### src/rtl/sd_arb_pkg.sv
// Shared definitions for the SD request arbiter: FSM states, SD field
// widths and the default ISSUE-phase timeout.
package sd_arb_pkg;

  localparam int TIMEOUT_DEFAULT = 2097152;
  localparam int LBA_W           = 32;
  localparam int BLKCNT_W        = 6;
  localparam int DATA_W          = 8;

  typedef enum logic [1:0] {
    S_IDLE,
    S_ISSUE,
    S_XFER,
    S_DONE
  } arb_state_t;

endpackage

### src/rtl/sd_req_arbiter_rr_pick.sv
// Round-robin picker: returns the first active request after i_last,
// wrapping from NREQ-1 back to 0. Purely combinational.
module rr_pick #(
  parameter int NREQ = 4,
  localparam int IW  = $clog2(NREQ)
) (
  input  logic [NREQ-1:0] i_req,
  input  logic [IW-1:0]   i_last,
  output logic            o_valid,
  output logic [IW-1:0]   o_idx
);

  int w_cand;

  // Scan from i_last+1 upward; the first hit wins.
  always_comb begin
    o_valid = 1'b0;
    o_idx   = '0;
    w_cand  = 0;
    for (int off = 1; off <= NREQ; off++) begin
      w_cand = (int'(i_last) + off) % NREQ;
      if (!o_valid && i_req[IW'(w_cand)]) begin
        o_valid = 1'b1;
        o_idx   = IW'(w_cand);
      end
    end
  end

endmodule

### src/rtl/sd_req_arbiter.sv
// Multiplexes NREQ block requesters onto one SD channel. One transaction at a
// time: IDLE picks an owner, ISSUE waits for sd_ack (or times out), XFER
// follows the ack-high data phase, DONE pulses the owner's ack/err.
module sd_req_arbiter
  import sd_arb_pkg::*;
#(
  parameter int NREQ    = 4,
  parameter int TIMEOUT = TIMEOUT_DEFAULT
) (
  input  logic                clk,
  input  logic                reset,
  input  logic [NREQ-1:0]     req_rd,
  input  logic [NREQ-1:0]     req_wr,
  input  logic [LBA_W-1:0]    req_lba      [NREQ],
  input  logic [BLKCNT_W-1:0] req_blk_cnt  [NREQ],
  input  logic [DATA_W-1:0]   req_buff_din [NREQ],
  output logic [NREQ-1:0]     req_buff_wr,
  output logic [NREQ-1:0]     req_ack,
  output logic [NREQ-1:0]     req_err,
  output logic [LBA_W-1:0]    sd_lba,
  output logic [BLKCNT_W-1:0] sd_blk_cnt,
  output logic                sd_rd,
  output logic                sd_wr,
  input  logic                sd_ack,
  input  logic                sd_buff_wr,
  output logic [DATA_W-1:0]   sd_buff_din,
  output logic                busy,
  output logic [$clog2(NREQ)-1:0] grant_id
);

  localparam int IW = $clog2(NREQ);

  arb_state_t          r_state;
  logic [IW-1:0]       r_grant_id;
  logic [IW-1:0]       r_last_grant;
  logic [LBA_W-1:0]    r_sd_lba;
  logic [BLKCNT_W-1:0] r_sd_blk_cnt;
  logic                r_sd_rd;
  logic                r_sd_wr;
  logic [NREQ-1:0]     r_req_ack;
  logic [NREQ-1:0]     r_req_err;
  logic [31:0]         r_timeout_cnt;

  logic                w_pick_valid;
  logic [IW-1:0]       w_pick_idx;

  rr_pick #(.NREQ(NREQ)) u_rr_pick (
    .i_req   (req_rd | req_wr),
    .i_last  (r_last_grant),
    .o_valid (w_pick_valid),
    .o_idx   (w_pick_idx)
  );

  // Transaction FSM; every channel output and completion pulse is registered.
  // NOTE: sequential state uses non-blocking assignments so all registers
  // update together from pre-edge values; blocking here would create races.
  always_ff @(posedge clk) begin
    if (reset) begin
      r_state       <= S_IDLE;
      r_grant_id    <= '0;
      r_last_grant  <= IW'(NREQ - 1);
      r_sd_lba      <= '0;
      r_sd_blk_cnt  <= '0;
      r_sd_rd       <= 1'b0;
      r_sd_wr       <= 1'b0;
      r_req_ack     <= '0;
      r_req_err     <= '0;
      r_timeout_cnt <= '0;
    end else begin
      r_req_ack <= '0;
      r_req_err <= '0;
      case (r_state)
        S_IDLE: begin
          // A stale sd_ack here has no effect; only requests move us on.
          if (w_pick_valid) begin
            r_grant_id    <= w_pick_idx;
            r_sd_lba      <= req_lba[w_pick_idx];
            r_sd_blk_cnt  <= req_blk_cnt[w_pick_idx];
            // Read wins when both are pending; the write waits its turn.
            r_sd_rd       <= req_rd[w_pick_idx];
            r_sd_wr       <= ~req_rd[w_pick_idx];
            r_timeout_cnt <= '0;
            r_state       <= S_ISSUE;
          end
        end
        S_ISSUE: begin
          if (sd_ack) begin
            r_sd_rd <= 1'b0;
            r_sd_wr <= 1'b0;
            r_state <= S_XFER;
          end else if (r_timeout_cnt == 32'(TIMEOUT - 1)) begin
            r_sd_rd                <= 1'b0;
            r_sd_wr                <= 1'b0;
            r_req_err[r_grant_id]  <= 1'b1;
            r_state                <= S_DONE;
          end else begin
            r_timeout_cnt <= r_timeout_cnt + 32'd1;
          end
        end
        S_XFER: begin
          if (!sd_ack) begin
            r_req_ack[r_grant_id] <= 1'b1;
            r_state               <= S_DONE;
          end
        end
        S_DONE: begin
          r_last_grant <= r_grant_id;
          r_state      <= S_IDLE;
        end
        default: r_state <= S_IDLE;
      endcase
    end
  end

  // Forward the SD write strobe only to the current owner during XFER.
  // NOTE: the output gets a default before any conditional assignment so the
  // block stays combinational and never infers a latch.
  always_comb begin
    req_buff_wr = '0;
    if (r_state == S_XFER) begin
      req_buff_wr[r_grant_id] = sd_buff_wr;
    end
  end

  assign sd_buff_din = req_buff_din[r_grant_id];
  assign sd_lba      = r_sd_lba;
  assign sd_blk_cnt  = r_sd_blk_cnt;
  assign sd_rd       = r_sd_rd;
  assign sd_wr       = r_sd_wr;
  assign req_ack     = r_req_ack;
  assign req_err     = r_req_err;
  assign grant_id    = r_grant_id;
  assign busy        = (r_state != S_IDLE);

endmodule

### config.mk
export PLATFORM = sky130hd
export DESIGN_NAME = sd_req_arbiter
export DESIGN_NICKNAME = d
export VERILOG_FILES = /design/src/rtl/sd_arb_pkg.sv /design/src/rtl/sd_req_arbiter_rr_pick.sv /design/src/rtl/sd_req_arbiter.sv
export SDC_FILE = /design/constraint.sdc
export NUM_CORES = 1
export LEC_CHECK = 0
export CAP_MARGIN = 30
export CORE_ASPECT_RATIO = 1.2
export CORE_MARGIN = 3
export CORE_UTILIZATION = 40
export DETAILED_ROUTE_END_ITERATION = 6
export DONT_BUFFER_PORTS = 1
export HOLD_SLACK_MARGIN = 0.05
export PLACE_DENSITY_LB_ADDON = 0.1
export SYNTH_ARGS = -nofsm -noshare
export SYNTH_HDL_FRONTEND = slang
export SYNTH_SLANG_ARGS = --single-unit
export TNS_END_PERCENT = 100
### constraint.sdc
create_clock -name clk -period 2.4 [get_ports clk]
set_clock_uncertainty 0.15 [all_clocks]
set_input_delay 0.48 -clock clk [delete_from_list [all_inputs] [get_ports clk]]
set_output_delay 0.48 -clock clk [all_outputs]
set_load 0.02 [all_outputs]
==> impl_metrics.tcl, run 1 <==
set metrics [dict create \
    netlist_area_mm2 0.00498 \
    fin_crit_ns 2.32 \
    dp_slack_ns -0.0153 \
    synth.mux.area_fraction 0.151 \
    final_antenna_net_count 0 \
    worstHoldEndpoint "grant_id[0]$_SDFFE_PP0P_" \
    drcViolationCount 0 \
    maxCapViolCount 0 \
    cp-end-kind "flip-flop" \
    worstMarginPinSlew_ns 0.731 \
    h-tree-depth 3 \
    crit_arrival_ns 2.40 \
    finalCritPeriodShare 0.969 \
    slew_violations 0 \
    worstPathCellList "and3_4, or4b_4, or4_4, a2111oi_4, xnor2_1, nor2_1" \
    power.density_mw_per_mm2 960 \
    grt_max_degree 46 \
    status "finished, final reports clean" \
    rows 44 \
    ys_async_sr_fraction 0 \
    num-fill-cells 1185 \
    first_pass_iters 4 \
    routed_wl_um 16500 \
    crit_family "simple AND/OR/NAND/NOR gates" \
    fp.coreArea_mm2 0.0121 \
    slew_headroom 0.513 \
    finish.net_count 805 \
    cp.buffers_inverters 0 \
    die_y_um 128 \
    path_max_fanout 4 \
    path_class "flip-flop to flip-flop" \
    rsz0062_at_grt "yes" \
    seq_area_frac_synth 0.346 \
    synth_edf_count 0 \
    synth.distinct_cells 50 \
    gp_congestion 0.822 \
    holdPathStages 1 \
    finalWorstSetupSlack_ns 0.0756 \
    avgSynthCellArea_um2 8.66 \
    grt_pass1_wl_um 24900 \
    rrSetupSlack_ns 0.08 \
    ys_warn_count 0 \
    setup_viol 0 \
    drtIter0Drc 201 \
    clk_latency_ns 0.33 \
    min_from "reset" \
    synth_top_area_share 0.346 \
    drive_above_1_share 0.188 \
    r2r_cells 6 \
    viasPerCell 6.06 \
    synthTopCellsByArea "dfxtp_1, mux2i_1, and3_1" \
    grt_pass1_vias 4570 \
    p_leak_uw 0.00212 \
    grt_usage 0.230 \
    ff_latch_area_mm2 0.00174 \
    area_growth_pct 19.4 \
    synth_top_family_by_area "simple AND/OR/NAND/NOR gates" \
    synth_area_leader_cell "dfxtp_1" \
    grt-ovfl-total 0 \
    synth_compound_area_frac 0.179 \
    r2r-start "r_timeout_cnt[14]$_SDFFE_PP0P_" \
    syn_nets 777 \
    cts_tree "yes" \
    dieArea_mm2 0.0138 \
    root_buffer "clkbuf_16" \
    fmax_mhz 430 \
    vdd_drop_max_v 0.000404 \
    initial_core_util 0.411 \
    synth_ff_type "dfxtp_1" \
    synth_cells 575 \
    cp.depth 6 \
    antenna_found_initial 1 \
    wl_per_cell_um 21.4 \
    ys_ff_latch 86 \
    hold_violations 0 \
    hp-class "input port to flip-flop" \
    critical_path_required_ns 2.48 \
    cts_sinks 86 \
    start_kind "flip-flop" \
    numCtsBuffers 9 \
    dp_hpwl_um 12800 \
    timing.rr.end "r_timeout_cnt[27]$_SDFFE_PP0P_" \
    slowest_delay_ns 0.55 \
    cp_slowest_cell "or4_4" \
    cts.path.max_buffers 2 \
    multi_input_comb_area_mm2 0.00320 \
    port_buffers 0 \
    synth_xor_area_frac 0.0440 \
    yosys.area_share.adder 0.0151 \
    chipWidth_um 108 \
    path_clk_slew_ns 0.06 \
    fin_total_pwr_uw 5710 \
    ios 259 \
    yosys.area_share.simple 0.226 \
    vias 4663 \
]
==> sequential cells by signal (all words and copies together) (netlist names) <==
register / flops
r_timeout_cnt: 32
r_state: 2
r_last_grant: 2
sd_lba: 32
sd_wr: 1
sd_blk_cnt: 6
req_err: 4
grant_id: 2
sd_rd: 1
req_ack: 4
==> per-layer routing <==
metal	global-route usage	up-vias	part of all wire
met5	0	-	0
met4	0.0825	0	0.033
met3	0.0559	30	0.058
met2	0.392	160	0.51
met1	0.283	2263	0.40
li1	-	2210	-
==> cell families after synthesis <==
kind of cell	Yosys count
AO/OA/AOI/OAI	121
flip-flops	86
multiplexers	65
adder cells (fa/ha/maj)	6
buffers and inverters	50
AND/OR/NAND/NOR	222
XOR/XNOR	25
==> worst reg2reg max path, delay by kind of cell (launching register included) <==
kind	cells	cell delay [ns]
AO/OA/AOI/OAI	1	0.30
flip-flops	1	0.33
AND/OR/NAND/NOR	4	1.29
XOR/XNOR	1	0.15
==> cells in the mapped netlist (2+ instances only) <==
master,number
clkbuf_1,29
nor4_1,13
and3_1,43
a211oi_1,4
nand2_1,48
and2_1,3
a2111oi_0,3
buf_1,6
dfxtp_1,86
inv_1,9
nand2b_1,5
or2_2,3
nand4_1,6
mux4_2,8
or3_1,4
nand3_1,16
nor3_1,16
a41o_1,2
or4_1,3
a31oi_1,3
ha_1,6
mux2i_1,57
xnor2_1,24
o211ai_1,23
o221ai_1,19
nor2_1,53
o21ai_0,25
a21oi_1,11
a22oi_1,22
buf_2,5
==> cell usage in the layout (no fill, tap or decap), drive strengths merged, types with 7 or more instances in the layout <==
| master | netlist | final |
|---|---|---|
| nor3 | 16 | 16 |
| mux4 | 8 | 8 |
| clkbuf | 30 | 11 |
| nand2 | 48 | 48 |
| nand4 | 7 | 7 |
| buf | 11 | 55 |
| a21oi | 11 | 11 |
| and3 | 43 | 43 |
| xnor2 | 24 | 24 |
| nor2 | 53 | 53 |
| a22oi | 22 | 22 |
| mux2i | 57 | 57 |
| o21ai | 25 | 25 |
| inv | 9 | 9 |
| nor4 | 13 | 13 |
| o221ai | 19 | 19 |
| nand3 | 16 | 16 |
| o211ai | 23 | 23 |
| dfxtp | 86 | 86 |
==> where the power goes <==
group / leakage (µW) / internal (µW) / switching (µW) / total [µW]
sequential: 0.000707 / 1740 / 663 / 2410
combinational: 0.00129 / 894 / 1140 / 2040
clock: 0.000121 / 693 / 571 / 1260
==> area by class of cell <==
type | instances | area share
Multi-Input combinational cell | 439 | 0.539
Sequential cell | 86 | 0.292
Timing Repair Buffer | 58 | 0.0856
Clock buffer | 11 | 0.0391
Tap cell | 161 | 0.0339
Inverter | 9 | 0.00568
Clock inverter | 4 | 0.00421
Antenna cell | 1 | 0.000421
==> per-stage QoR <==
stage                     hold slack, ns  utilization  cell area, µm²  instances   TNS, ns
after floorplan                    0.319            -            5000        575         0
after global placement             0.332        0.458            5550        748         0
after detailed placement           0.350        0.458            5550        748   -0.0200
after CTS                         0.0511        0.482            5840        765         0
after global routing              0.0516        0.491            5950        769  -0.00548
final                             0.0674        0.491            5950        769         0
==> repair_timing <==
item,CTS,global route
hold buffers,2,1
gates resized for setup,3,24
pin swaps,0,2
hold endpoints to repair,3,1
setup endpoints to repair,4,46
setup buffers,0,2
==> how the worst max path moves through the flow <==
| stage | end | slack [ns] | startpoint |
|---|---|---|---|
| 2_1_floorplan | r_timeout_cnt[15]$_SDFFE_PP0P_ | 0.001 | r_timeout_cnt[4]$_SDFFE_PP0P_ |
| 3_3_place_gp | r_timeout_cnt[17]$_SDFFE_PP0P_ | 0.03 | r_state[1]$_SDFFE_PP0P_ |
| 3_5_place_dp | req_err[0]$_SDFF_PP0_ | -0.02 | r_timeout_cnt[9]$_SDFFE_PP0P_ |
| 4_1_cts | r_timeout_cnt[7]$_SDFFE_PP0P_ | 0.02 | r_state[1]$_SDFFE_PP0P_ |
| 5_1_grt | r_timeout_cnt[27]$_SDFFE_PP0P_ | -0.005 | r_timeout_cnt[9]$_SDFFE_PP0P_ |
| 6_report | r_timeout_cnt[27]$_SDFFE_PP0P_ | 0.08 | r_timeout_cnt[14]$_SDFFE_PP0P_ |
Note: power is estimated with default switching activity, not from simulation.
==> inputs of run 2 (changes only) <==
Settings changed: SYNTH_HIERARCHICAL set to 1.
==> impl_metrics.tcl, run 2 <==
set metrics [dict create \
    root_buffer "clkbuf_16" \
    synth_edf_count 0 \
    numCtsBuffers 9 \
    synth_common_cells "nand2_1, dfxtp_1, a21oi_1" \
    finalCritPeriodShare 0.950 \
    sw_frac_of_total 0.417 \
    vdd_drop_max_v 0.000627 \
    fp.coreArea_mm2 0.0123 \
    routed_wl_um 16900 \
    seq_area_frac_synth 0.335 \
    avgSynthCellArea_um2 9.01 \
    clk_latency_ns 0.35 \
    finalSetupTns_ns 0 \
    critical_path_required_ns 1.77 \
    drive_above_1_share 0.209 \
    cts.path.max_buffers 2 \
    worstMarginPinSlew_ns 0.939 \
    dp_cells 725 \
    drtIter0Drc 320 \
    path_clk_slew_ns 0.06 \
    setup_viol 0 \
    dp_slack_ns -0.134 \
    final_common_cell "nand2_1" \
    ff_latch_area_mm2 0.00172 \
    finish.net_count 780 \
    pwr-share-comb 0.407 \
    post_cts_buffers 0 \
    final_antenna_net_count 0 \
    ys_ff_latch 86 \
    grt_max_degree 53 \
    syn_nets 772 \
    ys_async_sr_fraction 0 \
    power.density_mw_per_mm2 1070 \
    power_frac_seq 0.366 \
    die_y_um 130 \
    ys_warn_count 6 \
    hp-class "input port to flip-flop" \
    synth_area_leader_cell "dfxtp_1" \
    drcViolationCount 0 \
    fin_crit_ns 2.28 \
    crit_arrival_ns 1.65 \
    wl_per_cell_um 22.7 \
    chipWidth_um 109 \
    antenna_found_initial 0 \
    fmax_mhz 439 \
    finalWorstSetupSlack_ns 0.120 \
    grt_usage 0.233 \
    synth.most_common_cell "nand2_1" \
    mostFrequentLayoutCells "nand2_1, dfxtp_1, a21oi_1" \
    p_sw_uw 2620 \
    p_leak_uw 0.00195 \
    viasPerCell 6.29 \
    final_cells 744 \
    grt-ovfl-total 0 \
    synth_ff_type "dfxtp_1" \
    synth.distinct_cells 48 \
    area_growth_pct 14.8 \
    h-tree-depth 3 \
    num-fill-cells 1184 \
    hold_violations 0 \
    power.internal_uw 3670 \
    ios 259 \
    slew_violations 0 \
    placed_area_mm2 0.00554 \
    dieArea_mm2 0.0142 \
    gp_congestion 0.827 \
    dp_hpwl_um 12400 \
    path_class "flip-flop to output port" \
    synthTopCellsByArea "dfxtp_1, mux4_2, nand2_1" \
    grt_pass1_wl_um 24900 \
    cp-end-kind "output port" \
    synth_top_area_share 0.335 \
    initial_core_util 0.417 \
    rsz0062_at_grt "no" \
    synth_cells 570 \
    grt_pass1_vias 4490 \
    rows 44 \
    clock_power_share 0.227 \
    port_buffers 0 \
    status "finished, final reports clean" \
    first_pass_iters 5 \
    netlist_area_mm2 0.00514 \
    path_max_fanout 5 \
    maxCapViolCount 0 \
    start_kind "flip-flop" \
    cts_sinks 86 \
    slew_headroom 0.372 \
    n_antenna_cell 0 \
    cts_tree "yes" \
    vias 4680 \
    multi_input_comb_area_mm2 0.00322 \
    stdcell_area_mm2 0.00590 \
]
==> run 2: changes by cell type after synthesis, moves of 21 or more <==
cell	previous run	this run
nor2_1	53	21
a31oi_1	3	26
mux4_2	8	47
nand2_1	48	111
and3_1	43	7
a22oi_1	22	0
a21oi_1	11	56
o211ai_1	23	2
mux2i_1	57	2
xnor2_1	24	0
==> run 2: final timing paths <==
check | startpoint | endpoint | slack (ns) | depth (start not counted)
worst max-delay path | r_state[0]$_SDFFE_PP0P_ | req_buff_wr[0] | 0.12 | 6
worst min-delay path | reset | r_last_grant[1]$_SDFFE_PP1N_ | 0.09 | 1
worst max register to register | r_state[0]$_SDFFE_PP0P_ | r_timeout_cnt[1]$_SDFFE_PP0P_ | 0.12 | 9
worst min register to register | r_state[0]$_SDFFE_PP0P_ | r_state[0]$_SDFFE_PP0P_ | 0.34 | 2
==> run 2: logic make-up (layout without fill, tap and decap cells) <==
kind of cell             Yosys count  in the layout  synth area share
adder cells (fa/ha/maj)            6              6            0.0146
multiplexers                      49             49             0.210
AO/OA/AOI/OAI                    123            123             0.152
flip-flops                        86             86             0.335
buffers and inverters             57             70            0.0460
AND/OR/NAND/NOR                  249            249             0.242
==> run 2: per-layer routing <==
layer,GRT usage,vias to the layer above,wire length [µm],share of wire
met2,0.374,213,8310,0.49
met1,0.302,2267,6880,0.41
met3,0.0510,30,1140,0.067
met5,0,-,0,0
li1,-,2170,-,-
met4,0.0990,0,535,0.032
==> run 2: layout make-up <==
class,instances,area share
multi-input combinational,427,0.545
clock buffer,11,0.0412
inverter,10,0.00636
clock inverter,5,0.00997
timing repair buffer,44,0.0709
sequential,86,0.292
tap,161,0.0342
==> run 2: power by group through the flow <==
stage / Clock, µW / Sequential [µW] / Combinational [µW]
global placement: 0 / 2340 / 2530
finish: 1430 / 2300 / 2560
global route: 1500 / 2330 / 2840
detailed placement: 0 / 2340 / 2560
floorplan: 0 / 2220 / 1800
CTS: 1460 / 2310 / 2590
==> run 2: timing repair <==
item	in CTS	in global routing
setup endpoints to repair	0	17
hold buffers	3	0
hold endpoints to repair	52	0
resized for setup	0	5
==> run 2: per-stage QoR <==
| step | util | hold WS (ns) | power [µW] |
|---|---|---|---|
| after CTS | 0.477 | 0.0783 | 6360 |
| final | 0.478 | 0.0904 | 6300 |
| after global placement | 0.449 | 0.336 | 4870 |
| after global routing | 0.478 | 0.0843 | 6680 |
| after floorplan | - | 0.316 | 4020 |
| after detailed placement | 0.449 | 0.355 | 4900 |
==> run 2: critical path: stages, from the launching register on <==
cell and delay, ns:
dfxtp_2 0.34, inv_1 0.08, buf_4 0.11, ha_1 0.22, nand2_1 0.13, nor3_1 0.23, buf_4 0.20
